File: config.mk
export PLATFORM = sky130hd
export DESIGN_NAME = fas_issue_arbiter
export DESIGN_NICKNAME = d
export VERILOG_FILES = /design/src/rtl/fas_pkg.sv /design/src/rtl/fas_tag_fifo.sv /design/src/rtl/fas_issue_arbiter.sv
export SDC_FILE = /design/constraint.sdc
export NUM_CORES = 1
export LEC_CHECK = 0
export CAP_MARGIN = 20
export CORE_MARGIN = 2
export CORE_UTILIZATION = 43
export DETAILED_ROUTE_END_ITERATION = 8
export PLACE_DENSITY_LB_ADDON = 0.12
export SETUP_SLACK_MARGIN = 0.05
export SLEW_MARGIN = 5
export SYNTH_ARGS = -nofsm -noshare
export SYNTH_HDL_FRONTEND = slang
export SYNTH_SLANG_ARGS = --single-unit
export TNS_END_PERCENT = 100
File: constraint.sdc
create_clock -name clk -period 5.35 [get_ports clk]
set_input_delay 0.535 -clock clk [delete_from_list [all_inputs] [get_ports clk]]
set_output_delay 0.535 -clock clk [all_outputs]
set_load 0.01 [all_outputs]
File: src/rtl/fas_pkg.sv
// Shared operand format and helpers for the FP add/sub issue path.
// Operands are {sign, exp[8:0], sig[31:0]}, the stage-1 input format of the pipeline.
package fas_pkg;

  localparam int FAS_OPW  = 42;
  localparam int FAS_EXPW = 9;
  localparam int FAS_SIGW = 32;

  localparam int S_BIT  = 41;
  localparam int EXP_HI = 40;
  localparam int EXP_LO = 32;
  localparam int SIG_HI = 31;

  typedef struct packed {
    logic                s;
    logic [FAS_EXPW-1:0] exp;
    logic [FAS_SIGW-1:0] sig;
  } fas_operand_t;

  // Subtraction is turned into addition by flipping the sign of B.
  function automatic fas_operand_t fas_negate(input fas_operand_t op, input logic sub);
    fas_operand_t r;
    r   = op;
    r.s = op.s ^ sub;
    return r;
  endfunction

  // Unsigned exponent compare; true only when y strictly exceeds x.
  function automatic logic fas_exp_gt(input fas_operand_t y, input fas_operand_t x);
    return (y.exp > x.exp);
  endfunction

endpackage

File: src/rtl/fas_tag_fifo.sv
// Synchronous FIFO holding the owner id of each operation in flight in the pipeline.
// Pointers carry an extra wrap bit so full and empty are told apart without a counter.
module fas_tag_fifo #(
  parameter int WIDTH = 1,
  parameter int DEPTH = 8
) (
  input  logic                       clk,
  input  logic                       rst,
  input  logic                       i_push,
  input  logic [WIDTH-1:0]           i_data,
  input  logic                       i_pop,
  output logic                       o_full,
  output logic                       o_empty,
  output logic [WIDTH-1:0]           o_head,
  output logic [$clog2(DEPTH):0]     o_count
);

  localparam int AW = $clog2(DEPTH);

  logic [WIDTH-1:0] r_mem [DEPTH];
  logic [AW:0]      r_wptr;
  logic [AW:0]      r_rptr;
  logic             w_do_push;
  logic             w_do_pop;

  assign o_empty   = (r_wptr == r_rptr);
  assign o_full    = (r_wptr[AW] != r_rptr[AW]) && (r_wptr[AW-1:0] == r_rptr[AW-1:0]);
  assign o_head    = r_mem[r_rptr[AW-1:0]];
  assign o_count   = r_wptr - r_rptr;

  // Pops of an empty FIFO and pushes into a full one are dropped, never corrupt pointers.
  assign w_do_push = i_push && !o_full;
  assign w_do_pop  = i_pop && !o_empty;

  always_ff @(posedge clk) begin
    if (rst) begin
      r_wptr <= '0;
      r_rptr <= '0;
    end else begin
      if (w_do_push) begin
        r_wptr <= r_wptr + 1'b1;
      end
      if (w_do_pop) begin
        r_rptr <= r_rptr + 1'b1;
      end
    end
  end

  always_ff @(posedge clk) begin
    if (w_do_push) begin
      r_mem[r_wptr[AW-1:0]] <= i_data;
    end
  end

endmodule

File: src/rtl/fas_issue_arbiter.sv
// Two-requester round-robin issue front end for a shared FP add/sub pipeline.
// Handles credits, operand ordering (larger exponent to x0), subtract, and result routing by tag.
module fas_issue_arbiter
  import fas_pkg::*;
#(
  parameter int CREDITS   = 4,
  parameter int TAG_DEPTH = 8
) (
  input  logic        clk,
  input  logic        rst,
  input  logic        req0_valid,
  output logic        req0_ready,
  input  logic [41:0] req0_a,
  input  logic [41:0] req0_b,
  input  logic        req0_sub,
  input  logic        req0_credit,
  input  logic        req1_valid,
  output logic        req1_ready,
  input  logic [41:0] req1_a,
  input  logic [41:0] req1_b,
  input  logic        req1_sub,
  input  logic        req1_credit,
  output logic [41:0] fas_x0,
  output logic [41:0] fas_y0,
  output logic        fas_enable,
  input  logic        pipe_valid,
  output logic        rsp_valid,
  output logic        rsp_id,
  output logic        err_tag
);

  // Handshake: a request transfers on the cycle reqN_valid && reqN_ready; ready is
  // combinational from valid, credits and tag space, and at most one ready is high.

  localparam int          CW     = $clog2(TAG_DEPTH) + 1;
  localparam logic [3:0]  CRED_L = 4'(CREDITS);

  logic [3:0]    r_cnt0;
  logic [3:0]    r_cnt1;
  logic          r_rr;
  logic          r_enable;
  logic          r_id;
  logic [41:0]   r_x0;
  logic [41:0]   r_y0;
  logic          r_err;

  logic          w_fifo_full;
  logic          w_fifo_empty;
  logic          w_fifo_head;
  logic [CW-1:0] w_fifo_count;
  logic [CW:0]   w_occ;
  logic          w_full_next;
  logic          w_elig0;
  logic          w_elig1;
  logic          w_gnt0;
  logic          w_gnt1;
  logic          w_gnt;
  logic          w_pop;

  fas_operand_t  w_sel_a;
  fas_operand_t  w_sel_b;
  fas_operand_t  w_neg_b;
  logic          w_sel_sub;
  logic          w_swap;
  logic          w_dec0;
  logic          w_dec1;

  fas_tag_fifo #(
    .WIDTH (1),
    .DEPTH (TAG_DEPTH)
  ) u_tag_fifo (
    .clk     (clk),
    .rst     (rst),
    .i_push  (r_enable),
    .i_data  (r_id),
    .i_pop   (w_pop),
    .o_full  (w_fifo_full),
    .o_empty (w_fifo_empty),
    .o_head  (w_fifo_head),
    .o_count (w_fifo_count)
  );

  // The issue register pushes its tag this cycle, so it already occupies a FIFO slot.
  assign w_occ       = {1'b0, w_fifo_count} + (CW+1)'(r_enable);
  assign w_full_next = w_fifo_full || (w_occ >= (CW+1)'(TAG_DEPTH));

  assign w_elig0 = !rst && req0_valid && (r_cnt0 < CRED_L) && !w_full_next;
  assign w_elig1 = !rst && req1_valid && (r_cnt1 < CRED_L) && !w_full_next;

  assign w_gnt0 = w_elig0 && (!w_elig1 || (r_rr == 1'b0));
  assign w_gnt1 = w_elig1 && (!w_elig0 || (r_rr == 1'b1));
  assign w_gnt  = w_gnt0 || w_gnt1;

  assign req0_ready = w_gnt0;
  assign req1_ready = w_gnt1;

  always_comb begin
    w_sel_a   = fas_operand_t'(req0_a);
    w_sel_b   = fas_operand_t'(req0_b);
    w_sel_sub = req0_sub;
    if (w_gnt1) begin
      w_sel_a   = fas_operand_t'(req1_a);
      w_sel_b   = fas_operand_t'(req1_b);
      w_sel_sub = req1_sub;
    end
  end

  assign w_neg_b = fas_negate(w_sel_b, w_sel_sub);
  assign w_swap  = fas_exp_gt(w_neg_b, w_sel_a);

  always_ff @(posedge clk) begin
    if (rst) begin
      r_enable <= 1'b0;
      r_id     <= 1'b0;
      r_x0     <= '0;
      r_y0     <= '0;
      r_rr     <= 1'b0;
    end else begin
      r_enable <= w_gnt;
      if (w_gnt) begin
        r_id <= w_gnt1;
        r_rr <= !w_gnt1;
        if (w_swap) begin
          r_x0 <= w_neg_b;
          r_y0 <= w_sel_a;
        end else begin
          r_x0 <= w_sel_a;
          r_y0 <= w_neg_b;
        end
      end
    end
  end

  assign fas_enable = r_enable;
  assign fas_x0     = r_x0;
  assign fas_y0     = r_y0;

  // Credit returns at zero are ignored so a stray pulse cannot wrap the counter.
  assign w_dec0 = req0_credit && (r_cnt0 != 4'd0);
  assign w_dec1 = req1_credit && (r_cnt1 != 4'd0);

  always_ff @(posedge clk) begin
    if (rst) begin
      r_cnt0 <= 4'd0;
      r_cnt1 <= 4'd0;
    end else begin
      if (w_gnt0 && !w_dec0) begin
        r_cnt0 <= r_cnt0 + 4'd1;
      end else if (w_dec0 && !w_gnt0) begin
        r_cnt0 <= r_cnt0 - 4'd1;
      end
      if (w_gnt1 && !w_dec1) begin
        r_cnt1 <= r_cnt1 + 4'd1;
      end else if (w_dec1 && !w_gnt1) begin
        r_cnt1 <= r_cnt1 - 4'd1;
      end
    end
  end

  assign w_pop     = pipe_valid && !w_fifo_empty && !rst;
  assign rsp_valid = w_pop;
  assign rsp_id    = w_pop ? w_fifo_head : 1'b0;

  // A result with no tag in flight means the pipeline and this block have lost sync.
  always_ff @(posedge clk) begin
    if (rst) begin
      r_err <= 1'b0;
    end else if (pipe_valid && w_fifo_empty) begin
      r_err <= 1'b1;
    end
  end

  assign err_tag = r_err;

endmodule
# Word level (Yosys, flattened, before mapping)
# Memory sizes are Yosys's and may differ from the RTL's. A register that Yosys moved wholly into a read port is not among the register bits.
# Index checks and enable logic that the tools add are counted.
[totals]
regBits = 104
ramBits = 8
in_bits = 177
output_inout_bits = 90
wordCells = 80
mem_count = 1
[mem_list]
columns = ["memory", "words", "word_bits", "rd", "rd_ports_with_merged_regs", "write_ports", "line", "text"]
rows = [
  ["u_tag_fifo.r_mem", 8, 1, 1, 1, 1, "fas_tag_fifo.sv:20", "logic [WIDTH-1:0] r_mem [DEPTH];"],
]
[classes]
add_sub_neg = 8
magnitude_cmp = 4
n_eq_ne = 3
muxes = 14
bitwise = 2
n_reduce_logical = 38
[ops]
columns = ["operator", "n"]
rows = [
  ["2-to-1 mux 42 bit", 4],
  ["logical AND 1 bit", 20],
  ["adder 4 x 1 -> 4 bit (second input constant)", 4],
  ["2-to-1 mux 4 bit", 4],
  ["zero test 1 bit", 10],
  ["greater-than comparator 9 bit", 1],
  ["< comparator 4 x 3 -> 1 bit (second input constant)", 2],
  ["nonzero test 4 bit", 2],
  ["subtractor 4 x 1 -> 4 bit (second input constant)", 2],
  ["2-to-1 mux 3 bit", 2],
  ["adder 4 x 1 -> 5 bit", 1],
  ["greater-or-equal comparator 5 x 4 -> 1 bit (second input constant)", 1],
  ["== test 4 bit", 1],
  ["logical OR 1 bit", 4],
  ["2-to-1 mux 1 bit", 4],
  ["nonzero test 2 bit", 2],
  ["subtractor 4 bit", 1],
  ["== test 3 bit", 1],
  ["!= test 1 bit", 1],
  ["NOT 1 bit", 1],
  ["XOR 1 bit", 1],
]

# Longest topological paths before layout
[depth]
ltp_word = 13
ltp_mapped = 21
ltp_nobuf = 17

# By module
# A second synthesis with hierarchy kept.
[unflattened]
cells_unflattened = 573
hier_area_um2 = 5764.3
[by_module_without_submodules]
columns = ["mod", "n_inst", "cells_each", "area_each_um2", "seq_area_each_um2"]
rows = [
  ["fas_issue_arbiter", 1, 489, 4824.6, 1921.8],
  ["fas_tag_fifo", 1, 84, 939.7, 460.4],
]

# Worst setup path after synthesis
# OpenSTA, ideal clock, no wires.
[synth_timing]
kind = "reg-to-reg"
start = "register u_tag_fifo.r_wptr[0]"
end = "register r_x0[30] (netlist: fas_x0[30])"
setup_ps = 138
t_arrival_ps = 4353
required_ps = 5212
slack_ps = 859
path_stages_with_launch = 22
path_buffers = 4
period_less_slack_ps = 4491
cell_sequence = "dfxtp_1 > inv_1 > ha_1 > fa_1 > inv_1 > ha_1 > or2_2 > a2111oi_2 > a31oi_1 > buf_4 > buf_6 > mux2i_1 > inv_1 > ha_1 > a211o_1 > a21oi_1 > and3_1 > clkbuf_1 > o21ai_1 > nand4_1 > clkbuf_1 > o221ai_1"
[synth_via]
elab_chain_cells = 12
word_cells_on_any_way = 20
cone_classes = "add/sub (2); order compare (2); eq/ne (1); mux (3); reduce/logical (12)"
[synth_lines]
columns = ["item", "line", "text"]
rows = [
  ["from (decl)", "fas_tag_fifo.sv:21", "logic [AW:0] r_wptr;"],
  ["from (signal assigned)", "fas_tag_fifo.sv:41", "r_wptr <= r_wptr + 1'b1;"],
  ["subtractor 4 bit", "fas_tag_fifo.sv:29", "assign o_count = r_wptr - r_rptr;"],
  ["adder 4 x 1 -> 5 bit", "fas_issue_arbiter.sv:84", "assign w_occ = {1'b0, w_fifo_count} + (CW+1)'(r_enable);"],
  ["greater-or-equal comparator 5 x 4 -> 1 bit", "fas_issue_arbiter.sv:85", "assign w_full_next = w_fifo_full || (w_occ >= (CW+1)'(TAG_DEPTH));"],
  ["logical OR 1 bit (*)", "fas_issue_arbiter.sv:85", ""],
  ["zero test 1 bit (*)", "fas_issue_arbiter.sv:87, fas_issue_arbiter.sv:88", ""],
  ["logical AND 1 bit", "fas_issue_arbiter.sv:87", "assign w_elig0 = !rst && req0_valid && (r_cnt0 < CRED_L) && !w_full_next;"],
  ["zero test 1 bit", "fas_issue_arbiter.sv:91", "assign w_gnt1 = w_elig1 && (!w_elig0 || (r_rr == 1'b1));"],
  ["logical OR 1 bit", "fas_issue_arbiter.sv:91", ""],
  ["logical AND 1 bit", "fas_issue_arbiter.sv:91", ""],
  ["2-to-1 mux 42 bit", "fas_issue_arbiter.sv:101", "if (w_gnt1) begin"],
  ["greater-than comparator 9 bit", "fas_pkg.sv:30", "return (y.exp > x.exp);"],
  ["2-to-1 mux 42 bit", "fas_issue_arbiter.sv:123", "if (w_swap) begin"],
  ["to (signal assigned)", "fas_issue_arbiter.sv:124", "r_x0 <= w_neg_b;"],
  ["to (signal assigned)", "fas_issue_arbiter.sv:127", "r_x0 <= w_sel_a;"],
  ["to (decl)", "fas_issue_arbiter.sv:43", "logic [41:0] r_x0;"],
]
# Mark *: on every way between the ends. The rest lies on a longest branch, timed or not.
# A chain may end at the register's enable or synchronous reset.

# Worst setup path in the final report
[layout_timing]
start = "register u_tag_fifo.r_wptr[0]"
end = "register r_y0[21] (netlist: fas_y0[21])"
[layout_via]
elab_chain_cells = 12
word_cells_on_any_way = 20
cone_classes = "add/sub (2); order compare (2); eq/ne (1); mux (3); reduce/logical (12)"
[layout_lines]
columns = ["item", "line", "text"]
rows = [
  ["subtractor 4 bit", "fas_tag_fifo.sv:29", ""],
  ["adder 4 x 1 -> 5 bit", "fas_issue_arbiter.sv:84", ""],
  ["greater-or-equal comparator 5 x 4 -> 1 bit", "fas_issue_arbiter.sv:85", ""],
  ["logical OR 1 bit (*)", "fas_issue_arbiter.sv:85", ""],
  ["zero test 1 bit (*)", "fas_issue_arbiter.sv:87, fas_issue_arbiter.sv:88", ""],
  ["logical AND 1 bit", "fas_issue_arbiter.sv:87", ""],
  ["zero test 1 bit", "fas_issue_arbiter.sv:91", ""],
  ["logical OR 1 bit", "fas_issue_arbiter.sv:91", ""],
  ["logical AND 1 bit", "fas_issue_arbiter.sv:91", ""],
  ["2-to-1 mux 42 bit", "fas_issue_arbiter.sv:101", ""],
  ["greater-than comparator 9 bit", "fas_pkg.sv:30", ""],
  ["2-to-1 mux 42 bit", "fas_issue_arbiter.sv:123", ""],
  ["to (signal assigned)", "fas_issue_arbiter.sv:125", "r_y0 <= w_sel_a;"],
  ["to (signal assigned)", "fas_issue_arbiter.sv:128", "r_y0 <= w_neg_b;"],
  ["to (decl)", "fas_issue_arbiter.sv:44", "logic [41:0] r_y0;"],
]
# Marked as above.

==> flow_metrics.py <==
metrics = {
    "critical_path": {
        "endpoint_kind": "flop",
        "start_kind": "flop",
        "critPathMaxFanout": 82,
        "cp_slowest_cell": "fa_1",
        "cp.required_ns": 5.63,
        "r2r_cells": 18,
        "slowest_delay_ns": 0.50,
        "rr_startpoint": "u_tag_fifo.r_wptr[0]",
        "path_class": "flop to flop",
        "cp_cell_sequence": "inv_1 -> ha_1 -> fa_1 -> inv_1 -> ha_1 -> or2_2 -> a2111oi_2 -> a31oi_4 -> mux2i_1 -> inv_1 -> ha_1 -> nor2b_1 -> o2111ai_1 -> and3_1 -> o21a_1 -> o211ai_4 -> buf_12 -> o221ai_1",
        "worst-r2r-setup-slack_ns": 0.43,
        "r2r_end": "fas_y0[21]",
        "arrival_ns": 5.20,
    },
    "detailed_routing": {
        "firstDrtPassIters": 5,
        "dr_total_vias": 6135,
        "route.detailed.drc": 0,
        "routed_wl_mm": 20.2,
        "drtAntennaViolNets": 0,
        "drt_iter0_drc": 430,
        "wl_per_cell_um": 19.3,
        "viasPerCell": 5.87,
    },
    "sta": {
        "final-hold-violation-count": 0,
        "timing.fmax_mhz": 203,
        "rsz0062_at_grt": "false",
        "setup_ws_ns": 0.430,
        "slew_headroom": 0.279,
        "slew_violations": 0,
        "worstMarginPinSlew_ns": 1.08,
        "tns_ns": 0,
        "skew_ns": 0.00630,
        "period_needed_ns": 4.92,
        "min_period_over_period": 0.920,
        "finalSetupViolCount": 0,
    },
    "global_route": {
        "grt_pass1_vias": 6162,
        "grt_usage": 0.254,
        "grt_pass1_wl_mm": 31.7,
        "grt-ovfl-total": 0,
        "grt_max_degree": 87,
        "antenna_found_initial": 0,
    },
    "clock_tree": {
        "tritoncts": "yes",
        "cts_buffers": 17,
        "postCtsHoldBufs": 0,
        "cts_setup_buffers": 0,
        "cts_num_sinks": 115,
        "cts-root-buf": "clkbuf_16",
        "cts_resized": 0,
        "clock_latency_ns": 0.42,
        "clk_pin_slew_ns": 0.05,
        "htreeDepth": 4,
        "ctsLongestPathBuffers": 2,
    },
    "placed_design": {
        "port_buffers": 266,
        "hpwl_mm": 14.2,
        "postPlaceCellArea_mm2": 0.00901,
        "preCtsSetupSlack_ns": 0.319,
        "place_congestion": 0.834,
    },
    "logic_synthesis": {
        "syn_inst": 609,
        "synthXorXnorAreaFrac": 0.0197,
        "synth_warnings": 0,
        "postSynth.asyncResetShare": 0,
        "synthMuxAreaShare": 0.163,
        "synth.distinct_cells": 53,
        "synthesis.nets": 811,
        "synth_compound_area_frac": 0.276,
        "synth.cell_area_mm2": 0.00624,
        "synth-adder-area-share": 0.0538,
        "synth-edff-count": 8,
        "yosys.area_share.simple": 0.0493,
        "synth_top_family_by_area": "compound AO/OA/AOI/OAI gates",
        "ys_ff_latch": 115,
        "avgSynthCellArea_um2": 10.2,
        "synth_top_flop_cell": "dfxtp_1",
        "ys_seq_area_frac": 0.382,
    },
    "die": {
        "num_rows": 44,
        "dieArea_mm2": 0.0155,
        "initial_utilization": 0.434,
        "die_h_um": 124,
        "die_w_um": 124,
        "pin_count": 267,
        "coreArea_mm2": 0.0144,
    },
    "worst_hold_path": {
        "hold_depth": 2,
        "holdCritStartpoint": "err_tag",
        "holdPathEnd": "err_tag",
        "hp-class": "flop to flop",
    },
    "layout": {
        "drive_gt1_frac": 0.0685,
        "fin_area_mm2": 0.00966,
        "final_util": 0.672,
        "areaGrowthSynthToFinish_pct": 54.8,
        "nets": 1050,
        "num-fill-cells": 1124,
        "n_antenna_cell": 0,
    },
    "pwr": {
        "cellPowerDensity_mw_per_mm2": 511,
        "leakage_uw": 0.00398,
        "ir_worst_vdd_mv": 0.268,
    },
    "outcome": {
        "outcome": "finished clean",
    },
    "flow_run": {
        "maxCapViolations": 0,
    },
}
[power by group]
group	internal [µW]	leakage (µW)	switching, µW
combinational	1110	0.00271	1210
sequential	1180	0.000956	198
clock	840	0.000316	401
total	3130	0.00398	1810
[sequential cells by signal, summed over array words and instances (netlist names), named ones only]
register and cells:
fas_x0 42, r_cnt1 4, fas_enable 1, u_tag_fifo.r_mem 8, r_rr 1, r_cnt0 4, u_tag_fifo.r_wptr 4, err_tag 1
u_tag_fifo.r_rptr 4, fas_y0 42, r_id 1
[synth_stat cells, types with 7 or more instances]
library cell	instances	area (µm²)
mux2i_4	7	158
xor2_1	7	61.3
ha_1	22	275
xnor2_1	7	61.3
o221ai_1	82	718
edfxtp_1	8	240
mux2i_1	80	801
a21oi_1	17	85.1
nand2_1	8	30.0
dfxtp_1	107	2140
clkbuf_1	45	169
nor2_1	28	105
inv_1	23	86.3
o211ai_1	87	653
nand3_1	7	35.0
buf_4	7	52.6
[kinds of logic after synthesis]
kind of cell	Yosys count
muxes	90
and+or+nand+nor	64
buffers and inverters	80
xor gates and xnor gates	14
DFF	115
AOI/OAI and AO/OA	221
adders and majority gates	25
[cell usage in the layout, fill, tap and decap left out, types with 3 or more instances in the layout]
cell type        netlist  routed
clkdlybuf4s50_1        0     266
dfxtp_1              107     107
o211ai_1              87      87
o221ai_1              82      82
mux2i_1               80      80
nor2_1                28      28
inv_1                 23      23
ha_1                  22      22
clkbuf_16              0      17
a21oi_1               17      16
nand2_1                8       8
buf_4                  7       8
edfxtp_1               8       8
xnor2_1                7       7
nand3_1                7       7
xor2_1                 7       7
mux2i_4                7       7
o21ai_0                6       6
clkbuf_8               0       5
o21ai_1                4       4
o21a_1                 4       4
or3_1                  4       4
bufinv_16              0       4
a21o_1                 3       3
nor3_1                 3       3
o211a_1                3       3
fa_1                   3       3
[area by class of cell]
cell class	instances	area (µm²)	share of cell area
repair buffers	276	2760	0.286
flip-flops and latches	115	2380	0.247
clock inverters	8	146	0.0152
clock buffers	24	502	0.0520
well taps	184	230	0.0238
inverters	24	90.1	0.00933
multi-input cells	414	3540	0.367
[worst max path at each step]
| stage | from | cells past startpoint | to | slack [ns] |
|---|---|---|---|---|
| 5_1_grt | u_tag_fifo.r_wptr[0] | 18 | fas_x0[25] | 0.17 |
| 2_1_floorplan | u_tag_fifo.r_wptr[0] | 21 | fas_x0[30] | 0.86 |
| 3_3_place_gp | req0_valid | 15 | fas_x0[14] | 0.52 |
| 3_5_place_dp | req0_valid | 15 | fas_y0[21] | 0.32 |
| 4_1_cts | u_tag_fifo.r_wptr[0] | 18 | fas_y0[21] | 0.42 |
| 6_report | u_tag_fifo.r_wptr[0] | 18 | fas_y0[21] | 0.43 |
[layer usage]
layer | wire length [µm] | share of wire | global-route usage | vias up
met1 | 7940 | 0.39 | 0.296 | 2955
met5 | 0 | 0 | 0 | -
met3 | 1510 | 0.075 | 0.0790 | 42
li1 | - | - | - | 2906
met2 | 10200 | 0.50 | 0.435 | 232
met4 | 603 | 0.030 | 0.102 | 0
[critical path, delay by kind of cell, from the launching register on]
family | cells | cell delay (ns)
mux | 1 | 0.46
buf+inv | 4 | 0.59
fa+ha+maj | 4 | 1.23
compound gates | 6 | 1.42
simple gates | 3 | 0.67
flops | 1 | 0.39
[metrics by stage]
step	instances	hold WS, ns	total power, µW
2_1_floorplan	609	0.472	2690
5_1_grt	1045	0.531	5210
3_3_place_gp	1013	0.450	3620
4_1_cts	1045	0.487	4960
6_report	1045	0.495	4940
3_5_place_dp	1013	0.472	3700
No activity file was read; power rests on OpenSTA's default activity.
